### src/rtl/stc_acq_sequencer.sv
// Acquisition/track sequencer for the STC carrier loop: clear -> frequency pull-in ->
// phase pull-in -> track, with timeout retries and fallback to frequency acquisition.
module stc_acq_sequencer #(
  parameter int CLEAR_CYCLES = 16,
  parameter int FREQ_QUAL    = 8,
  parameter int PHASE_DWELL  = 1024
) (
  input  logic        i_clk,
  input  logic        i_reset,
  input  logic        i_clkEn,
  input  logic        i_enable,
  input  logic        i_freqAcquired,
  input  logic [11:0] i_avgFreqError,
  input  logic [11:0] i_phaseThreshold,
  input  logic [15:0] i_freqTimeout,
  input  logic [4:0]  i_acqLeadExp,
  input  logic [4:0]  i_acqLagExp,
  input  logic [4:0]  i_trkLeadExp,
  input  logic [4:0]  i_trkLagExp,
  output logic        o_clearAccum,
  output logic        o_zeroPhaseError,
  output logic [4:0]  o_leadExp,
  output logic [4:0]  o_phaseLagExp,
  output logic        o_carrierLock,
  output logic        o_timeoutPulse,
  output logic [3:0]  o_retryCount,
  output logic [2:0]  o_seqState
);

  typedef enum logic [2:0] {
    S_IDLE  = 3'd0,
    S_CLEAR = 3'd1,
    S_FREQ  = 3'd2,
    S_PHASE = 3'd3,
    S_TRACK = 3'd4
  } state_t;

  localparam logic [15:0] L_CLR_LAST = 16'(CLEAR_CYCLES - 1);
  localparam logic [15:0] L_QUAL     = 16'(FREQ_QUAL);
  localparam logic [15:0] L_DWELL    = 16'(PHASE_DWELL);

  state_t      r_state;
  logic [15:0] r_clrCnt, r_qual, r_tmo, r_dwell;
  logic [3:0]  r_retry;
  logic        r_clearAccum, r_zeroPhaseError, r_carrierLock, r_timeoutPulse;
  logic [4:0]  r_leadExp, r_phaseLagExp;

  state_t      w_next;
  logic [15:0] w_clrCnt, w_qual, w_tmo, w_dwell;
  logic [3:0]  w_retry;
  logic        w_tmoHit;

  function automatic logic [15:0] satInc(input logic [15:0] v);
    return (v == 16'hFFFF) ? v : v + 16'd1;
  endfunction

  always_comb begin
    w_next   = r_state;
    w_clrCnt = r_clrCnt;
    w_qual   = r_qual;
    w_tmo    = r_tmo;
    w_dwell  = r_dwell;
    w_retry  = r_retry;
    w_tmoHit = 1'b0;
    if (!i_enable) begin
      w_next   = S_IDLE;
      w_clrCnt = '0;
      w_qual   = '0;
      w_tmo    = '0;
      w_dwell  = '0;
      w_retry  = '0;
    end else begin
      case (r_state)
        S_IDLE: begin
          w_next   = S_CLEAR;
          w_clrCnt = '0;
          w_retry  = '0;
        end
        S_CLEAR: begin
          if (r_clrCnt >= L_CLR_LAST) begin
            w_next   = S_FREQ;
            w_clrCnt = '0;
            w_qual   = '0;
            w_tmo    = '0;
            w_dwell  = '0;
          end else begin
            w_clrCnt = satInc(r_clrCnt);
          end
        end
        S_FREQ: begin
          if (i_clkEn) begin
            w_qual = i_freqAcquired ? satInc(r_qual) : '0;
            w_tmo  = satInc(r_tmo);
            // Qualified lock takes precedence over a timeout landing on the same strobe.
            if (w_qual >= L_QUAL) begin
              w_next  = S_PHASE;
              w_dwell = '0;
            end else if ((i_freqTimeout != 16'd0) && (w_tmo >= i_freqTimeout)) begin
              w_next   = S_CLEAR;
              w_clrCnt = '0;
              w_tmoHit = 1'b1;
              w_retry  = (r_retry == 4'hF) ? r_retry : r_retry + 4'd1;
            end
          end
        end
        S_PHASE: begin
          if (i_clkEn) begin
            if (!i_freqAcquired) begin
              w_next = S_FREQ;
              w_qual = '0;
              w_tmo  = '0;
            end else begin
              w_dwell = (i_avgFreqError <= i_phaseThreshold) ? satInc(r_dwell) : '0;
              if (w_dwell >= L_DWELL) w_next = S_TRACK;
            end
          end
        end
        S_TRACK: begin
          // Lock loss keeps the accumulator; only the frequency qualifiers restart.
          if (i_clkEn && !i_freqAcquired) begin
            w_next = S_FREQ;
            w_qual = '0;
            w_tmo  = '0;
          end
        end
        default: w_next = S_IDLE;
      endcase
    end
  end

  always_ff @(posedge i_clk) begin
    if (i_reset) begin
      r_state          <= S_IDLE;
      r_clrCnt         <= '0;
      r_qual           <= '0;
      r_tmo            <= '0;
      r_dwell          <= '0;
      r_retry          <= '0;
      r_timeoutPulse   <= 1'b0;
      r_clearAccum     <= 1'b1;
      r_zeroPhaseError <= 1'b1;
      r_leadExp        <= '0;
      r_phaseLagExp    <= '0;
      r_carrierLock    <= 1'b0;
    end else begin
      r_state        <= w_next;
      r_clrCnt       <= w_clrCnt;
      r_qual         <= w_qual;
      r_tmo          <= w_tmo;
      r_dwell        <= w_dwell;
      r_retry        <= w_retry;
      r_timeoutPulse <= w_tmoHit;
      case (w_next)
        S_CLEAR: begin
          r_clearAccum     <= 1'b1;
          r_zeroPhaseError <= 1'b1;
          r_leadExp        <= i_acqLeadExp;
          r_phaseLagExp    <= i_acqLagExp;
          r_carrierLock    <= 1'b0;
        end
        S_FREQ: begin
          r_clearAccum     <= 1'b0;
          r_zeroPhaseError <= 1'b1;
          r_leadExp        <= i_acqLeadExp;
          r_phaseLagExp    <= i_acqLagExp;
          r_carrierLock    <= 1'b0;
        end
        S_PHASE: begin
          r_clearAccum     <= 1'b0;
          r_zeroPhaseError <= 1'b0;
          r_leadExp        <= i_acqLeadExp;
          r_phaseLagExp    <= i_acqLagExp;
          r_carrierLock    <= 1'b0;
        end
        S_TRACK: begin
          r_clearAccum     <= 1'b0;
          r_zeroPhaseError <= 1'b0;
          r_leadExp        <= i_trkLeadExp;
          r_phaseLagExp    <= i_trkLagExp;
          r_carrierLock    <= 1'b1;
        end
        default: begin
          r_clearAccum     <= 1'b1;
          r_zeroPhaseError <= 1'b1;
          r_leadExp        <= '0;
          r_phaseLagExp    <= '0;
          r_carrierLock    <= 1'b0;
        end
      endcase
    end
  end

  assign o_clearAccum     = r_clearAccum;
  assign o_zeroPhaseError = r_zeroPhaseError;
  assign o_leadExp        = r_leadExp;
  assign o_phaseLagExp    = r_phaseLagExp;
  assign o_carrierLock    = r_carrierLock;
  assign o_timeoutPulse   = r_timeoutPulse;
  assign o_retryCount     = r_retry;
  assign o_seqState       = r_state;

endmodule

### config.mk
export PLATFORM = sky130hd
export DESIGN_NAME = stc_acq_sequencer
export DESIGN_NICKNAME = d
export VERILOG_FILES = /design/src/rtl/stc_acq_sequencer.sv
export SDC_FILE = /design/constraint.sdc
export NUM_CORES = 1
export LEC_CHECK = 0
export ABC_AREA = 1
export CORE_ASPECT_RATIO = 1.5
export CORE_MARGIN = 1
export CORE_UTILIZATION = 30
export CTS_CLUSTER_SIZE = 8
export DETAILED_ROUTE_END_ITERATION = 16
export PLACE_DENSITY_LB_ADDON = 0.25
export SLEW_MARGIN = 30
export SYNTH_ARGS = -nofsm -noshare
export SYNTH_HDL_FRONTEND = slang
export SYNTH_SLANG_ARGS = --single-unit
### constraint.sdc
create_clock -name i_clk -period 6.1 [get_ports i_clk]
set_input_delay 0.915 -clock i_clk [delete_from_list [all_inputs] [get_ports i_clk]]
set_output_delay 0.915 -clock i_clk [all_outputs]
set_load 0.1 [all_outputs]
**Word-level counts from Yosys, hierarchy flattened**

Index checks and enable logic that the tools add are counted.
W data, S select, Z words.

- Word-level logic and storage cells: 112
- Bits in read-only memories: 0
- Register bits after elaboration: 85
- Latch bits: 0
- Memories kept: 0
- Bits in writable memories: 0
- Input port bits: 65

- Add/sub/neg operators: 5
- Divide/modulo/power cells: 0
- Reductions and logical operators: 18
- Multiplexer cells: 45
- Shifts and indexed selects: 0
- Multipliers: 0
- Bitwise operators: 3
- Eq/ne operators: 24
- Magnitude comparators: 5

Operators with widths:

| operator | count |
|---|---|
| $mux W16 | 20 |
| $pmux W16 S4 | 2 |
| $pmux W16 S3 | 2 |
| $add A16 B1 Y16 const B | 4 |
| $eq A16 B16 Y1 const B | 4 |
| $ge A16 B4 Y1 const B | 2 |
| $mux W3 | 9 |
| $ne A2 B2 Y1 const B | 10 |
| $pmux W5 S2 | 2 |
| $ge A16 B11 Y1 const B | 1 |
| $ge A16 B16 Y1 | 1 |
| $mux W4 | 4 |
| $reduce_bool A16 Y1 | 1 |
| $pmux W3 S5 | 1 |
| $eq A3 B2 Y1 const B | 4 |
| $le A12 B12 Y1 | 1 |
| $reduce_and A6 Y1 | 2 |
| $reduce_and A5 Y1 | 2 |
| $pmux W4 S2 | 1 |
| $eq A3 B1 Y1 const B | 2 |
| $eq A3 B3 Y1 const B | 2 |
| $reduce_bool A3 Y1 | 2 |
| $reduce_or A3 Y1 | 2 |
| $reduce_or A5 Y1 | 1 |
| other kinds (11) | 18 |

**Longest topological paths before layout**

- Depth in word-level cells: 12
- Mapped depth: 25
- Mapped depth without buffers: 25

**Worst setup path after synthesis**

OpenSTA, ideal clock, no wires.

- Kind: register -> register
- From: reg r_tmo[0]
- To: reg r_leadExp[0] (netlist: o_leadExp[0])
- Period minus slack after synthesis: 3.069 ns
- Path buffers: 0
- Data required time: 5.988 ns
- Path slack: 3.031 ns
- Arrival: 2.956 ns
- Cell stages (with the launch flop): 23
- Path through: dfxtp_1 -> ha_1 -> nand3_1 -> nor4_1 -> nand4_1 -> nand3_1 -> inv_1 -> nand2_1 -> xnor2_1 -> ha_1 -> nand2_1 -> nor3_1 -> nand3_1 -> nand3_1 -> nand2_1 -> inv_1 -> nand3_2 -> nand2_2 -> nand3_1 -> nand2_2 -> nand2_4 -> nand2_1 -> nand2_1

- Longest elaborated chain between the ends: 12
- Elaborated cells on any way between the ends: 16

Ends and longest elaborated chain:

| element | RTL line | source |
|---|---|---|
| start, declared | 43 | `logic [15:0] r_clrCnt, r_qual, r_tmo, r_dwell;` |
| start signal, assigned | 149 | `r_tmo <= w_tmo;` |
| $add A16 B1 Y16 or $eq A16 B16 Y1 (tied branches) | 54 | `return (v == 16'hFFFF) ? v : v + 16'd1;` |
| $mux W16 (*) | 54 |  |
| $ge A16 B16 Y1 (*) | 98 | `end else if ((i_freqTimeout != 16'd0) && (w_tmo >= i_freqTimeout)) begin` |
| $logic_and A1 B1 Y1 (*) | 98 |  |
| $mux W3 (*) | 98 |  |
| $mux W3 (*) | 95 | `if (w_qual >= L_QUAL) begin` |
| $mux W3 (*) | 91 | `if (i_clkEn) begin` |
| $pmux W3 S5 (*) | 73 | `case (r_state)` |
| $mux W3 (*) | 65 | `if (!i_enable) begin` |
| $eq A3 B2 Y1 or $eq A3 B1 Y1 (tied branches) | 153 | `case (w_next)` |
| $reduce_or A3 Y1 (no line) | - |  |
| $pmux W5 S2 (*) | 153 |  |
| end signal, assigned | 157 | `r_leadExp <= i_acqLeadExp;` |
| end signal, assigned | 164 | `r_leadExp <= i_acqLeadExp;` |
| end signal, assigned | 171 | `r_leadExp <= i_acqLeadExp;` |
| end, declared | 46 | `logic [4:0] r_leadExp, r_phaseLagExp;` |

Mark *: on every way between the ends. The rest lies on a longest branch, timed or not.
A chain may end at the register's enable or synchronous reset.

**Final worst setup path**

- From: reg r_tmo[0]
- To: reg r_clrCnt[0]

- Longest elaborated chain between the ends: 6
- Elaborated cells on any way between the ends: 7

Ends and longest elaborated chain:

| element | RTL line | source |
|---|---|---|
| $add A16 B1 Y16 or $eq A16 B16 Y1 (tied branches) | 54 |  |
| $mux W16 (*) | 54 |  |
| $ge A16 B16 Y1 (*) | 98 |  |
| $logic_and A1 B1 Y1 (*) | 98 |  |
| $ne A2 B2 Y1 (no line) (*) | - |  |
| $reduce_and A5 Y1 (no line) (*) | - |  |
| end signal, assigned | 147 | `r_clrCnt <= w_clrCnt;` |
| end, declared | 43 |  |

Marks and branches as above.

==> impl_results.md <==
* Cell Count, Final, Fillers Out at 1219
* Fmax at 0.266 GHz
* Die Y at 170 um
* Worst reg2reg path depth at 20
* Max Buffers Root-to-Sink at 2
* Core box area at 18500 um2
* Routed wire per std cell at 11.8 um
* Finished Core Util at 37.8%
* Initial DRT Pass Iterations at 5
* Total negative slack at 0 ns
* Die X at 114 um
* Fin. max-slew vios at 0
* Fin nets at 1060
* Slew @ Worst Pin at 1.02 ns
* Critical Path AT at 4.04 ns
* Die area at 19300 um2
* Status: finished, final reports clean
* Syn Inst Count at 887
* I/O Buffers at 85
* Minimum clock period at 3.76 ns
* Relative slew slack at 32.0%
* PostCTS Resize Cnt at 0
* Share of cells above drive strength 1 at 5.17%
* DR DRC count at 0
* Synth Register Bits at 85
* H-tree depth at 3
* MaxCap Viol Count at 0
* Syn Area/Cell at 6.34 um2
* Peak VDD IR at 0.163 mV
* Synth top area share at 30.3%
* Routability cong. at 0.872
* Hold buffer count at CTS at 0
* Setup Skew at 0.00924 ns
* Sequential area share after synthesis at 30.3%
* Row count at 61
* CTS Root Cell: clkbuf_16
* TritonCTS clock tree: built
* Worst hold stages at 2
* Hold Vio Cnt, Final at 0
* Fin crit share at 61.7%
* Initial DRC Count at 172
* PwrDens at 182 nW/um2
* Fill cells at 2022
* Total track usage at 15.7%
* Synthesized net count at 985
* Slowest stage cell, crit path: nor3b_1
* R2R Setup Slk at 2.34 ns
* Hold crit path type: reg -> reg
* Clk slew on worst S/H paths at 0.07 ns
* Synth warn at 0
* Crit-path max cell delay at 0.51 ns
* Vias at 5671
* Largest net degree at the start of global routing at 59
* Asr flop ratio synth at 0%
* CP startpoint kind: flop
* WHS at 0.438 ns
* Vias in the first global route at 5242
* Hold endpoint: r_clrCnt[9]
* # diodes at 0
* Sinks on Clock Net at 85
* Synth area leaders: dfxtp_1, nand2_1, inv_1
* Post-CTS setup buffers at 0
* Area leader, netlist: dfxtp_1
* Area growth from synthesis to layout at 24.2%
* Initial antenna violation count at 0
* HPWL after DPL at 11.0 mm
* Most common cell in the synthesized netlist: nand2_1
* Setup CP Type: reg -> reg
* CP Max Fanout at 16
* Num CTS Buffers at 9
* Post-DR vias/cell at 4.65
* Initial Utilization at 30.4%
* Worst Path Required at 6.37 ns
* Reg2Reg Launch Point: r_tmo[0]
* Min-Delay Startpoint: r_clrCnt[9]
* # IOs at 86
* Tot Pwr at 1.27 mW
* Final setup violation count at 0
* Pleak at 2.87 nW
* Antenna Nets Post-Route at 0
* Total Wirelength at 14.4 mm
* EDFF count, synth at 0
* Crit-path cells: ha_1 > nand3_1 > nor3b_1 > nand4_1 > nor2_1 > nand2_1 > nand3_1 > xor2_1 > ha_1 > a21oi_1 > o21ai_0 > a21oi_1 > nand3_1 > nand2_1 > inv_1 > nand3_2 > nand2_2 > nand2_2 > nand2_1 > a21oi_1
* Clk_lat worst skew at 0.35 ns
* Most instantiated cells after synthesis: nand2_1, inv_1, nor2_1
* Top_reg_cell synth: dfxtp_1
* Crit Reg-Reg Endpoint: r_clrCnt[0]
* Distinct cell type count after synthesis at 37
* First-pass GRT wire length at 24.2 mm
* CP endpoint kind: flop
* GRT overflow at 0
* Cell count after placement at 1203
* RSZ-0062 raised after global routing: no
* Cell Area, Synth at 5620 um2
==> critical path: cells and delay by family, from the launching register on <==
family,cells,cell delay (ns)
simple gates,12,2.02
fa+ha+maj,2,0.49
xor+xnor,1,0.21
compound gates,4,0.52
flops,1,0.37
buf+inv,1,0.06
==> report_power, final <==
| group | switching (mW) | internal [mW] | leakage [nW] |
|---|---|---|---|
| logic | 0.0926 | 0.0652 | 2.03 |
| registers | 0.00442 | 0.560 | 0.687 |
| clock network | 0.255 | 0.291 | 0.149 |
| total | 0.352 | 0.916 | 2.87 |
==> stage by stage <==
stage	worst slack, ns	instance area [um2]
detailed placement	2.27	6680
floorplan	3.03	5620
global route	1.88	6980
CTS	2.32	6980
finish	2.34	6980
global placement	2.24	6680
==> logic make-up (layout without fill, tap and decap cells) <==
family / count (synthesis) / after routing / synth area share [%]
AOI/OAI and AO/OA: 111 / 111 / 10.6
xor gates and xnor gates: 19 / 19 / 2.96
adders and majority gates: 33 / 33 / 7.34
DFF: 85 / 85 / 30.3
buffers and inverters: 143 / 223 / 10.3
and+or+nand+nor: 496 / 496 / 38.5
==> worst max-delay path by stage <==
stage | from | endpoint | slack (ns) | cells past startpoint
finish | r_tmo[0] | r_clrCnt[0] | 2.34 | 20
detailed placement | i_phaseThreshold[7] | o_leadExp[1] | 2.27 | 17
floorplan | r_tmo[0] | o_leadExp[0] | 3.03 | 22
global route | r_tmo[2] | o_phaseLagExp[0] | 1.88 | 25
global placement | i_clkEn | r_qual[2] | 2.24 | 8
CTS | r_tmo[0] | r_clrCnt[0] | 2.32 | 20
==> state kept, by name, indices dropped and copies added (netlist names) <==
register,flops
o_carrierLock,1
o_clearAccum,1
o_leadExp,5
o_phaseLagExp,5
o_retryCount,4
o_seqState,3
o_timeoutPulse,1
o_zeroPhaseError,1
r_clrCnt,16
r_dwell,16
r_qual,16
r_tmo,16
==> layer usage <==
layer  wire length [um]  up-vias  track usage (%)
li1                   -     3017                -
met1               5960     2539             16.4
met2               7590       88             30.0
met3                405       27             2.11
met4                465        0             8.07
met5                  0        -                0
==> cell type report <==
class | count | area [um2] | area share [%]
tap | 252 | 315 | 4.51
inverter | 120 | 450 | 6.45
clock buffer | 9 | 225 | 3.22
multi-input combinational | 659 | 3350 | 48.0
timing repair buffer | 87 | 866 | 12.4
clock inverter | 7 | 76.3 | 1.09
sequential | 85 | 1700 | 24.4
==> cells in the final DEF (no fill, tap or decap), types with 19 or more instances in the layout <==
| cell type | count |
|---|---|
| a21oi_1 | 65 |
| clkdlybuf4s50_1 | 85 |
| nand3_1 | 78 |
| dfxtp_1 | 85 |
| nand4_1 | 19 |
| ha_1 | 33 |
| inv_1 | 116 |
| nor2_1 | 105 |
| o21ai_0 | 24 |
| nand2_1 | 235 |
(Power assumes the default switching activity.)
